`src/rtl/rv_pkg.sv`:
```
// rtl/rv_pkg.sv - RV32/RV64 opcode, jump and ALU encodings plus immediate extraction helpers
package rv_pkg;

  localparam logic [6:0] OPC_LOAD     = 7'b0000011;
  localparam logic [6:0] OPC_MISC_MEM = 7'b0001111;
  localparam logic [6:0] OPC_OP_IMM   = 7'b0010011;
  localparam logic [6:0] OPC_AUIPC    = 7'b0010111;
  localparam logic [6:0] OPC_STORE    = 7'b0100011;
  localparam logic [6:0] OPC_OP       = 7'b0110011;
  localparam logic [6:0] OPC_LUI      = 7'b0110111;
  localparam logic [6:0] OPC_BRANCH   = 7'b1100011;
  localparam logic [6:0] OPC_JALR     = 7'b1100111;
  localparam logic [6:0] OPC_JAL      = 7'b1101111;
  localparam logic [6:0] OPC_SYSTEM   = 7'b1110011;

  localparam logic [6:0] F7_BASE   = 7'b0000000;
  localparam logic [6:0] F7_ALT    = 7'b0100000;
  localparam logic [6:0] F7_MULDIV = 7'b0000001;

  localparam logic [1:0] JUMP_NONE   = 2'd0;
  localparam logic [1:0] JUMP_JAL    = 2'd1;
  localparam logic [1:0] JUMP_JALR   = 2'd2;
  localparam logic [1:0] JUMP_BRANCH = 2'd3;

  localparam logic [3:0] ALU_ADD = 4'b0000;

  // Helpers sign-extend to the widest XLEN; callers size-cast down to their own XLEN.
  typedef logic [63:0] imm_t;

  function automatic imm_t imm_i(input logic [31:0] instr);
    return {{52{instr[31]}}, instr[31:20]};
  endfunction

  function automatic imm_t imm_s(input logic [31:0] instr);
    return {{52{instr[31]}}, instr[31:25], instr[11:7]};
  endfunction

  function automatic imm_t imm_b(input logic [31:0] instr);
    return {{51{instr[31]}}, instr[31], instr[7], instr[30:25], instr[11:8], 1'b0};
  endfunction

  function automatic imm_t imm_j(input logic [31:0] instr);
    return {{43{instr[31]}}, instr[31], instr[19:12], instr[20], instr[30:21], 1'b0};
  endfunction

  function automatic imm_t imm_u(input logic [31:0] instr);
    return {{32{instr[31]}}, instr[31:12], 12'b0};
  endfunction

  function automatic imm_t imm_shamt(input logic [31:0] instr, input logic xlen64);
    return xlen64 ? {58'b0, instr[25:20]} : {59'b0, instr[24:20]};
  endfunction

endpackage

```
`src/rtl/decode_stage_if.sv`:
```
// rtl/decode_stage_if.sv - fetch-side and execute-side handshake interfaces of the decode stage
interface fetch_if #(parameter int XLEN = 32);
  logic            i_valid;
  logic            o_ready;
  logic [31:0]     i_instr;
  logic [XLEN-1:0] i_pc;

  modport master (output i_valid, i_instr, i_pc, input o_ready);
  modport slave  (input i_valid, i_instr, i_pc, output o_ready);
endinterface

interface issue_if #(parameter int XLEN = 32);
  logic            o_valid;
  logic            i_ready;
  logic [XLEN-1:0] o_pc;
  logic [4:0]      o_rd;
  logic [4:0]      o_rs1;
  logic [4:0]      o_rs2;
  logic            o_en_imm;
  logic [XLEN-1:0] o_imm;
  logic            o_en_jump;
  logic [XLEN-1:0] o_jump_addr;
  logic [3:0]      o_alu_op;
  logic [1:0]      o_jump;
  logic            o_load;
  logic            o_store;
  logic            o_mul;
  logic            o_illegal_instruction;

  modport master (output o_valid, o_pc, o_rd, o_rs1, o_rs2, o_en_imm, o_imm, o_en_jump,
                  o_jump_addr, o_alu_op, o_jump, o_load, o_store, o_mul,
                  o_illegal_instruction, input i_ready);
  modport slave  (input o_valid, o_pc, o_rd, o_rs1, o_rs2, o_en_imm, o_imm, o_en_jump,
                  o_jump_addr, o_alu_op, o_jump, o_load, o_store, o_mul,
                  o_illegal_instruction, output i_ready);
endinterface

```
`src/rtl/decode_comb.sv`:
```
// rtl/decode_comb.sv - purely combinational instr+pc to decoded bundle function
module decode_comb
  import rv_pkg::*;
#(
  parameter int XLEN = 32,
  parameter int EN_M = 0
) (
  input  logic [31:0]     instr_i,
  input  logic [XLEN-1:0] pc_i,
  output logic [4:0]      rd_o,
  output logic [4:0]      rs1_o,
  output logic [4:0]      rs2_o,
  output logic            en_imm_o,
  output logic [XLEN-1:0] imm_o,
  output logic            en_jump_o,
  output logic [XLEN-1:0] jump_addr_o,
  output logic [3:0]      alu_op_o,
  output logic [1:0]      jump_o,
  output logic            load_o,
  output logic            store_o,
  output logic            mul_o,
  output logic            illegal_o
);

  logic [6:0]      opcode, funct7;
  logic [2:0]      funct3;
  logic [XLEN-1:0] i_x, s_x, b_x, j_x, u_x, sh_x;
  logic            is_mul;

  assign opcode = instr_i[6:0];
  assign funct3 = instr_i[14:12];
  assign funct7 = instr_i[31:25];
  assign i_x    = XLEN'(imm_i(instr_i));
  assign s_x    = XLEN'(imm_s(instr_i));
  assign b_x    = XLEN'(imm_b(instr_i));
  assign j_x    = XLEN'(imm_j(instr_i));
  assign u_x    = XLEN'(imm_u(instr_i));
  assign sh_x   = XLEN'(imm_shamt(instr_i, XLEN == 64));
  assign is_mul = (EN_M != 0) && (funct7 == F7_MULDIV);

  always_comb begin
    rd_o        = 5'd0;
    rs1_o       = 5'd0;
    rs2_o       = 5'd0;
    en_imm_o    = 1'b0;
    imm_o       = '0;
    en_jump_o   = 1'b0;
    jump_addr_o = pc_i + b_x;
    alu_op_o    = ALU_ADD;
    jump_o      = JUMP_NONE;
    load_o      = 1'b0;
    store_o     = 1'b0;
    mul_o       = 1'b0;
    illegal_o   = 1'b0;
    unique case (opcode)
      OPC_OP: begin
        rd_o      = instr_i[11:7];
        rs1_o     = instr_i[19:15];
        rs2_o     = instr_i[24:20];
        mul_o     = is_mul;
        alu_op_o  = is_mul ? {1'b0, funct3} : {instr_i[30], funct3};
        illegal_o = !((funct7 == F7_BASE) || (funct7 == F7_ALT) || is_mul);
      end
      OPC_OP_IMM: begin
        rd_o     = instr_i[11:7];
        rs1_o    = instr_i[19:15];
        en_imm_o = 1'b1;
        if (funct3 == 3'b001 || funct3 == 3'b101) begin
          imm_o    = sh_x;
          alu_op_o = {instr_i[30], funct3};
        end else begin
          imm_o    = i_x;
          alu_op_o = {1'b0, funct3};
        end
      end
      OPC_LUI: begin
        rd_o     = instr_i[11:7];
        en_imm_o = 1'b1;
        imm_o    = u_x;
      end
      OPC_AUIPC: begin
        rd_o        = instr_i[11:7];
        en_imm_o    = 1'b1;
        imm_o       = u_x;
        en_jump_o   = 1'b1;
        jump_addr_o = pc_i;
      end
      OPC_JAL: begin
        rd_o        = instr_i[11:7];
        en_imm_o    = 1'b1;
        imm_o       = pc_i + XLEN'(4);
        en_jump_o   = 1'b1;
        jump_addr_o = pc_i + j_x;
        jump_o      = JUMP_JAL;
      end
      OPC_JALR: begin
        rd_o        = instr_i[11:7];
        rs1_o       = instr_i[19:15];
        en_imm_o    = 1'b1;
        imm_o       = i_x;
        en_jump_o   = 1'b1;
        jump_addr_o = pc_i;
        jump_o      = JUMP_JALR;
      end
      OPC_BRANCH: begin
        rs1_o     = instr_i[19:15];
        rs2_o     = instr_i[24:20];
        en_jump_o = 1'b1;
        jump_o    = JUMP_BRANCH;
        // Negated funct3 maps BEQ..BGEU onto the ALU compare op slots.
        alu_op_o  = {1'b1, 3'(3'd0 - funct3)};
      end
      OPC_LOAD: begin
        rd_o     = instr_i[11:7];
        rs1_o    = instr_i[19:15];
        en_imm_o = 1'b1;
        imm_o    = i_x;
        load_o   = 1'b1;
      end
      OPC_STORE: begin
        rs1_o    = instr_i[19:15];
        rs2_o    = instr_i[24:20];
        en_imm_o = 1'b1;
        imm_o    = s_x;
        store_o  = 1'b1;
      end
      OPC_MISC_MEM, OPC_SYSTEM: ;
      default: illegal_o = 1'b1;
    endcase
  end

endmodule

```
`src/rtl/decode_stage.sv`:
```
// rtl/decode_stage.sv - input queue plus registered decode output with valid/ready and flush
module decode_stage
  import rv_pkg::*;
#(
  parameter int XLEN  = 32,
  parameter int DEPTH = 2,
  parameter int EN_M  = 0
) (
  input logic     i_clk,
  input logic     i_rst_n,
  input logic     i_flush,
  fetch_if.slave  fetch,
  issue_if.master issue
);

  localparam int CW = $clog2(DEPTH) + 1;
  localparam int PW = (DEPTH > 1) ? $clog2(DEPTH) : 1;
  localparam int EW = XLEN + 32;
  localparam int BW = 3 * XLEN + 27;

  logic [EW-1:0] mem_q [DEPTH];
  logic [PW-1:0] wr_ptr_q, wr_ptr_d, rd_ptr_q, rd_ptr_d;
  logic [CW-1:0] count_q, count_d;
  logic          valid_q, valid_d;
  logic [BW-1:0] bundle_q, bundle_d, dec_bundle;

  logic          full, empty, in_xfer, out_load, push, pop;
  logic [EW-1:0] src;

  logic [4:0]      d_rd, d_rs1, d_rs2;
  logic [XLEN-1:0] d_imm, d_jaddr;
  logic [3:0]      d_alu;
  logic [1:0]      d_jump;
  logic            d_en_imm, d_en_jump, d_load, d_store, d_mul, d_ill;

  function automatic logic [PW-1:0] ptr_inc(input logic [PW-1:0] p);
    return (p == PW'(DEPTH - 1)) ? '0 : p + PW'(1);
  endfunction

  assign full          = (count_q == CW'(DEPTH));
  assign empty         = (count_q == '0);
  assign fetch.o_ready = i_rst_n && !full;
  assign in_xfer       = fetch.i_valid && fetch.o_ready;
  assign out_load      = !valid_q || issue.i_ready;
  assign pop           = out_load && !empty;
  // With an empty queue a free output register takes the incoming word directly.
  assign push          = in_xfer && !(out_load && empty);
  assign src           = empty ? {fetch.i_pc, fetch.i_instr} : mem_q[rd_ptr_q];

  decode_comb #(.XLEN(XLEN), .EN_M(EN_M)) u_decode (
    .instr_i     (src[31:0]),
    .pc_i        (src[EW-1:32]),
    .rd_o        (d_rd),
    .rs1_o       (d_rs1),
    .rs2_o       (d_rs2),
    .en_imm_o    (d_en_imm),
    .imm_o       (d_imm),
    .en_jump_o   (d_en_jump),
    .jump_addr_o (d_jaddr),
    .alu_op_o    (d_alu),
    .jump_o      (d_jump),
    .load_o      (d_load),
    .store_o     (d_store),
    .mul_o       (d_mul),
    .illegal_o   (d_ill)
  );

  assign dec_bundle = {src[EW-1:32], d_rd, d_rs1, d_rs2, d_en_imm, d_imm, d_en_jump, d_jaddr,
                       d_alu, d_jump, d_load, d_store, d_mul, d_ill};

  always_comb begin
    wr_ptr_d = wr_ptr_q;
    rd_ptr_d = rd_ptr_q;
    count_d  = count_q;
    valid_d  = valid_q;
    bundle_d = bundle_q;
    if (i_flush) begin
      wr_ptr_d = '0;
      rd_ptr_d = '0;
      count_d  = '0;
      valid_d  = 1'b0;
    end else begin
      if (push) wr_ptr_d = ptr_inc(wr_ptr_q);
      if (pop)  rd_ptr_d = ptr_inc(rd_ptr_q);
      count_d = count_q + CW'(push) - CW'(pop);
      if (out_load) begin
        valid_d = !empty || in_xfer;
        if (!empty || in_xfer) bundle_d = dec_bundle;
      end
    end
  end

  always_ff @(posedge i_clk) begin
    if (!i_rst_n) begin
      wr_ptr_q <= '0;
      rd_ptr_q <= '0;
      count_q  <= '0;
      valid_q  <= 1'b0;
      bundle_q <= '0;
    end else begin
      wr_ptr_q <= wr_ptr_d;
      rd_ptr_q <= rd_ptr_d;
      count_q  <= count_d;
      valid_q  <= valid_d;
      bundle_q <= bundle_d;
    end
  end

  always_ff @(posedge i_clk) begin
    if (i_rst_n && !i_flush && push) mem_q[wr_ptr_q] <= {fetch.i_pc, fetch.i_instr};
  end

  assign issue.o_valid = valid_q;
  assign {issue.o_pc, issue.o_rd, issue.o_rs1, issue.o_rs2, issue.o_en_imm, issue.o_imm,
          issue.o_en_jump, issue.o_jump_addr, issue.o_alu_op, issue.o_jump, issue.o_load,
          issue.o_store, issue.o_mul, issue.o_illegal_instruction} = bundle_q;

endmodule

```
`src/flat_wrapper.sv`:
```
// flat-port wrapper written by rule: the top's interface ports become plain ports
module decode_stage_flat import rv_pkg::*;
#(
  parameter int XLEN  = 32,
  parameter int DEPTH = 2,
  parameter int EN_M  = 0
)
  (i_clk, i_rst_n, i_flush, fetch_i_valid, fetch_i_instr, fetch_i_pc, fetch_o_ready, issue_o_valid, issue_o_pc, issue_o_rd, issue_o_rs1, issue_o_rs2, issue_o_en_imm, issue_o_imm, issue_o_en_jump, issue_o_jump_addr, issue_o_alu_op, issue_o_jump, issue_o_load, issue_o_store, issue_o_mul, issue_o_illegal_instruction, issue_i_ready);
  fetch_if #(.XLEN(XLEN)) fetch_i ();
  issue_if #(.XLEN(XLEN)) issue_i ();
  input logic i_clk;
  input logic i_rst_n;
  input logic i_flush;
  input wire logic [$bits(fetch_i.i_valid)-1:0] fetch_i_valid;
  input wire logic [$bits(fetch_i.i_instr)-1:0] fetch_i_instr;
  input wire logic [$bits(fetch_i.i_pc)-1:0] fetch_i_pc;
  output wire logic [$bits(fetch_i.o_ready)-1:0] fetch_o_ready;
  output wire logic [$bits(issue_i.o_valid)-1:0] issue_o_valid;
  output wire logic [$bits(issue_i.o_pc)-1:0] issue_o_pc;
  output wire logic [$bits(issue_i.o_rd)-1:0] issue_o_rd;
  output wire logic [$bits(issue_i.o_rs1)-1:0] issue_o_rs1;
  output wire logic [$bits(issue_i.o_rs2)-1:0] issue_o_rs2;
  output wire logic [$bits(issue_i.o_en_imm)-1:0] issue_o_en_imm;
  output wire logic [$bits(issue_i.o_imm)-1:0] issue_o_imm;
  output wire logic [$bits(issue_i.o_en_jump)-1:0] issue_o_en_jump;
  output wire logic [$bits(issue_i.o_jump_addr)-1:0] issue_o_jump_addr;
  output wire logic [$bits(issue_i.o_alu_op)-1:0] issue_o_alu_op;
  output wire logic [$bits(issue_i.o_jump)-1:0] issue_o_jump;
  output wire logic [$bits(issue_i.o_load)-1:0] issue_o_load;
  output wire logic [$bits(issue_i.o_store)-1:0] issue_o_store;
  output wire logic [$bits(issue_i.o_mul)-1:0] issue_o_mul;
  output wire logic [$bits(issue_i.o_illegal_instruction)-1:0] issue_o_illegal_instruction;
  input wire logic [$bits(issue_i.i_ready)-1:0] issue_i_ready;
  assign fetch_i.i_valid = fetch_i_valid;
  assign fetch_i.i_instr = fetch_i_instr;
  assign fetch_i.i_pc = fetch_i_pc;
  assign fetch_o_ready = fetch_i.o_ready;
  assign issue_o_valid = issue_i.o_valid;
  assign issue_o_pc = issue_i.o_pc;
  assign issue_o_rd = issue_i.o_rd;
  assign issue_o_rs1 = issue_i.o_rs1;
  assign issue_o_rs2 = issue_i.o_rs2;
  assign issue_o_en_imm = issue_i.o_en_imm;
  assign issue_o_imm = issue_i.o_imm;
  assign issue_o_en_jump = issue_i.o_en_jump;
  assign issue_o_jump_addr = issue_i.o_jump_addr;
  assign issue_o_alu_op = issue_i.o_alu_op;
  assign issue_o_jump = issue_i.o_jump;
  assign issue_o_load = issue_i.o_load;
  assign issue_o_store = issue_i.o_store;
  assign issue_o_mul = issue_i.o_mul;
  assign issue_o_illegal_instruction = issue_i.o_illegal_instruction;
  assign issue_i.i_ready = issue_i_ready;
  decode_stage #(.XLEN(XLEN), .DEPTH(DEPTH), .EN_M(EN_M)) u_core (.i_clk(i_clk), .i_rst_n(i_rst_n), .i_flush(i_flush), .fetch(fetch_i), .issue(issue_i));
endmodule
```
`config.mk`:
```
export PLATFORM = sky130hd
export DESIGN_NAME = decode_stage_flat
export DESIGN_NICKNAME = d
export VERILOG_FILES = /design/src/rtl/rv_pkg.sv /design/src/rtl/decode_stage_if.sv /design/src/rtl/decode_comb.sv /design/src/rtl/decode_stage.sv /design/src/flat_wrapper.sv
export SDC_FILE = /design/constraint.sdc
export NUM_CORES = 1
export LEC_CHECK = 0
export CORE_UTILIZATION = 30
export DETAILED_ROUTE_END_ITERATION = 7
export HOLD_SLACK_MARGIN = 0.1
export PLACE_DENSITY = 0.52
export SYNTH_ARGS = -nofsm -noshare
export SYNTH_HDL_FRONTEND = slang
export SYNTH_SLANG_ARGS = --single-unit
export TNS_END_PERCENT = 100
```
`constraint.sdc`:
```
create_clock -name i_clk -period 4.4 [get_ports i_clk]
set_input_delay 0.44 -clock i_clk [delete_from_list [all_inputs] [get_ports i_clk]]
set_output_delay 0.44 -clock i_clk [all_outputs]
set_load 0.03 [all_outputs]
```
==> impl_metrics.prom <==
# TYPE chip_impl_metric gauge
chip_impl_metric{name="final-hold-violation-count",unit=""} 0
chip_impl_metric{name="final_design_instance_area_without_fill",unit="µm²"} 17700
chip_impl_metric{name="async_set_or_reset_flop_fraction_in_the_synthesized_netlist",unit="%"} 0
chip_impl_metric{name="yosysUniqueCellTypes",unit=""} 82
chip_impl_metric{name="yosys_warn_count",unit=""} 0
chip_impl_metric{name="drt-vias-per-instance",unit=""} 5.17
chip_impl_metric{name="placedInstanceArea",unit="µm²"} 16700
chip_impl_info{name="worst-setup-path-type",value="in -> reg"} 1
chip_impl_metric{name="synth_seq_area_share",unit="%"} 48.1
chip_impl_metric{name="worst-endpoint-required",unit="ns"} 4.83
chip_impl_metric{name="synth-xor-area-share",unit="%"} 3.63
chip_impl_metric{name="power.static_leakage",unit="µW"} 0.00630
chip_impl_metric{name="cts.reportedPaths.clkPinSlew",unit="ns"} 0.06
chip_impl_metric{name="global_route_wire_length_before_repair",unit="µm"} 73400
chip_impl_metric{name="fin_worst_skew",unit="ns"} 0.0197
chip_impl_metric{name="cts_buffer_depth",unit=""} 3
chip_impl_metric{name="core",unit="µm²"} 43400
chip_impl_info{name="grt_setup_unrepaired",value="false"} 1
chip_impl_metric{name="route.detailed.wl_per_inst",unit="µm"} 21.6
chip_impl_info{name="outcome",value="finished, final reports clean"} 1
chip_impl_metric{name="wl",unit="µm"} 49500
chip_impl_metric{name="grt_pass1_vias",unit=""} 11600
chip_impl_metric{name="min_period_over_period",unit="%"} 95.0
chip_impl_metric{name="drt_iter0_markers",unit=""} 940
chip_impl_metric{name="detail_route.first_pass.iterations",unit=""} 6
chip_impl_metric{name="area.growth.synth_to_final",unit="%"} 33.3
chip_impl_metric{name="synth-compound-area-share",unit="%"} 18.7
chip_impl_metric{name="count_of_flip_flops_with_a_built_in_enable_after_synthesis",unit=""} 128
chip_impl_metric{name="post_synth.cell_area_avg",unit="µm²"} 9.53
chip_impl_info{name="clockRootBuffer",value="sky130_fd_sc_hd__clkbuf_16"} 1
chip_impl_metric{name="route.antenna.remaining_nets",unit=""} 0
chip_impl_metric{name="floorplan.initialDensity",unit="%"} 30.6
chip_impl_metric{name="num_rows",unit=""} 76
chip_impl_metric{name="maxSlewViolCount",unit=""} 0
chip_impl_metric{name="dr_total_vias",unit=""} 11800
chip_impl_metric{name="pin_count_of_the_biggest_net_entering_global_routing",unit=""} 91
chip_impl_metric{name="instances_no_fill",unit=""} 2288
chip_impl_metric{name="drive_above_1_share",unit="%"} 14.8
chip_impl_metric{name="post-place-cells",unit=""} 2230
chip_impl_metric{name="synth.area.mux_share",unit="%"} 5.87
chip_impl_metric{name="place.detailed.hpwl",unit="µm"} 37200
chip_impl_metric{name="synth-seq-cells",unit=""} 255
chip_impl_metric{name="worstMarginPinSlew",unit="ns"} 1.18
chip_impl_metric{name="track_usage",unit="%"} 21.8
chip_impl_metric{name="mappedNetlistArea",unit="µm²"} 13300
chip_impl_metric{name="final.hold.worst_slack",unit="ns"} 0.452
chip_impl_metric{name="ios",unit=""} 194
chip_impl_info{name="critPathCaptureType",value="register"} 1
chip_impl_metric{name="synth_fp_nets",unit=""} 1500
chip_impl_metric{name="place_congestion",unit=""} 0.946
chip_impl_metric{name="final_nets",unit=""} 1786
chip_impl_metric{name="cts_max_level",unit=""} 1
chip_impl_metric{name="die_height",unit="µm"} 212
chip_impl_info{name="hold_path_class",value="reg -> reg"} 1
chip_impl_metric{name="period_minus_ws_final",unit="ns"} 4.18
chip_impl_metric{name="buffer_ports.inserted",unit=""} 192
chip_impl_metric{name="fin_total_pwr",unit="µW"} 6070
chip_impl_metric{name="yosys.area_share.simple",unit="%"} 15.7
chip_impl_metric{name="worstSkewPairLatency",unit="ns"} 0.56
chip_impl_info{name="clock_tree_from_tritoncts",value="built"} 1
chip_impl_metric{name="tritoncts.num_buffers",unit=""} 30
chip_impl_metric{name="ir_drop",unit="µV"} 266
chip_impl_metric{name="floorplan.die_area",unit="µm²"} 45100
chip_impl_metric{name="synthesized_area_fraction_occupied_by_adder_cells",unit="%"} 3.73
chip_impl_metric{name="antenna_found_initial",unit=""} 2
chip_impl_metric{name="detail_route.drc_violations",unit=""} 0
chip_impl_metric{name="finalSetupViolations",unit=""} 0
chip_impl_metric{name="synth_cells",unit=""} 1392
chip_impl_metric{name="final_core_util",unit="%"} 40.8
chip_impl_metric{name="chipWidth",unit="µm"} 212
chip_impl_metric{name="numClockSinks",unit=""} 255
chip_impl_metric{name="worst_slew_margin_rel",unit="%"} 21.2
chip_impl_metric{name="power.density",unit="nW/µm²"} 343
chip_impl_info{name="start_kind",value="input port"} 1
chip_impl_metric{name="critical_path.max_fanout",unit=""} 12
chip_impl_info{name="dominantRegCellSynth",value="sky130_fd_sc_hd__edfxtp_1"} 1
chip_impl_info{name="synth_top_family_by_area",value="compound AO/OA/AOI/OAI gates"} 1
chip_impl_metric{name="max_clock_freq",unit="MHz"} 239
chip_impl_metric{name="max_capacitance_violation_total",unit=""} 0
chip_impl_metric{name="grt_remaining_overflow",unit=""} 0
chip_impl_metric{name="critPathArrivalTime",unit="ns"} 4.61
==> through the flow <==
| stage | setup slack, ns | TNS (ns) |
|---|---|---|
| after floorplan | 0.0511 | 0 |
| after global placement | -0.241 | -1.83 |
| after detailed placement | -0.289 | -3.08 |
| after CTS | 0.142 | 0 |
| after global routing | 0.0195 | 0 |
| final | 0.222 | 0 |
==> cells by family after synthesis <==
kind of cell    count (synthesis)
xor+xnor                       55
mux                            76
buf+inv                       120
simple gates                  451
flops                         255
other cells                     1
compound gates                395
fa+ha+maj                      39
==> cell type report <==
cell class,count,area [µm²]
Tap cell,585,732
Inverter,35,135
Clock buffer,42,837
Clock inverter,14,96.3
Multi-Input combinational cell,1017,6420
Timing Repair Buffer,339,3070
Sequential cell,255,6390
Fill cell,4392,25700
Antenna cell,1,2.50
==> registers in the layout, indices dropped and copies added (netlist names), named ones only <==
name / flops
u_core.mem_q: 128
u_core.issue.o_valid: 1
u_core.bundle_q: 121
u_core.wr_ptr_q: 1
u_core.rd_ptr_q: 1
u_core.count_q: 2
==> per-layer routing <==
layer,vias up,global-route usage (%),share of wire (%)
met5,-,0,0.026
met4,2,7.10,3.3
met3,79,3.75,6.2
met2,374,36.9,48
met1,5732,28.0,43
li1,5653,-,-
==> critical path, cell delays in order <==
cell and delay, ns:
sky130_fd_sc_hd__clkdlybuf4s50_1 0.52, sky130_fd_sc_hd__or3b_2 0.47, sky130_fd_sc_hd__o21a_1 0.16, sky130_fd_sc_hd__nor4_4 0.41, sky130_fd_sc_hd__and3_4 0.27, sky130_fd_sc_hd__buf_4 0.17, sky130_fd_sc_hd__o21ai_0 0.12, sky130_fd_sc_hd__ha_1 0.35
sky130_fd_sc_hd__nand3_1 0.10, sky130_fd_sc_hd__o31ai_1 0.35, sky130_fd_sc_hd__buf_4 0.18, sky130_fd_sc_hd__buf_4 0.10, sky130_fd_sc_hd__nor2_1 0.04, sky130_fd_sc_hd__o31ai_1 0.26, sky130_fd_sc_hd__xor2_1 0.11, sky130_fd_sc_hd__o21ai_0 0.32
sky130_fd_sc_hd__buf_4 0.17, sky130_fd_sc_hd__a21oi_1 0.05
==> power breakdown <==
group          leakage, µW  switching [µW]  internal [µW]  total, µW
registers          0.00218            26.9           2530       2550
clock network     0.000457             988           1380       2370
logic              0.00366             673            473       1150
total              0.00630            1690           4380       6070
==> path summary, 6_finish.rpt <==
path              cells past startpoint             endpoint  slack [ns]                 from
setup reg to reg                     17  u_core.bundle_q[28]        0.22    u_core.count_q[0]
hold / removal                        2  u_core.bundle_q[80]        0.45  u_core.bundle_q[80]
hold reg to reg                       2  u_core.bundle_q[80]        0.45  u_core.bundle_q[80]
setup / recovery                     18  u_core.bundle_q[28]        0.22     fetch_i_instr[5]
==> synthesized netlist by cell type, drive strengths merged, types with 3 or more instances <==
cell	n	share of area, %
o22ai	13	0.61
edfxtp	128	29
o21bai	8	0.45
a211oi	17	1.0
nand2b	9	0.42
o21a	7	0.40
or2	3	0.16
nand2	181	5.1
o21ai	86	3.3
and4	3	0.20
o211ai	9	0.51
and3	9	0.42
nor3	55	2.1
xor2	17	1.1
a21o	24	1.4
a22oi	14	0.79
a31oi	11	0.52
or3	7	0.37
nand4	15	0.71
xnor2	38	2.5
o31ai	5	0.28
a41oi	3	0.20
nor4	10	0.68
mux2i	65	4.9
nor2	120	3.4
a221o	5	0.38
and2	7	0.34
ha	38	3.6
dfxtp	127	19
buf	34	1.8
a21oi	151	6.1
a221oi	9	0.59
mux2	11	0.93
clkbuf	51	1.4
inv	35	0.99
nand3	22	0.96
a311oi	10	0.66
==> repair_timing <==
| action | CTS | global route |
|---|---|---|
| hold endpoints to repair | 0 | 0 |
| hold buffers | 0 | 0 |
| buffers inserted | 0 | 1 |
| setup endpoints to repair | 0 | 11 |
| resized for setup | 0 | 13 |
==> cells in the final DEF, fill, tap and decap left out, drive strengths merged, types with 9 or more instances in the layout <==
cell	instances
a221oi	9
a31oi	11
xor2	17
mux2i	65
and3	9
clkbuf	42
nor2	120
a21o	24
nor4	10
o22ai	13
a311oi	10
nand2	181
clkinv	11
buf	147
xnor2	38
mux2	11
a22oi	14
nand4	15
a211oi	17
inv	34
nand3	22
edfxtp	128
nor3	55
o21ai	86
o211ai	9
clkdlybuf4s50	192
dfxtp	127
a21oi	151
nand2b	9
ha	38
Power figures use the tool's default switching activity.
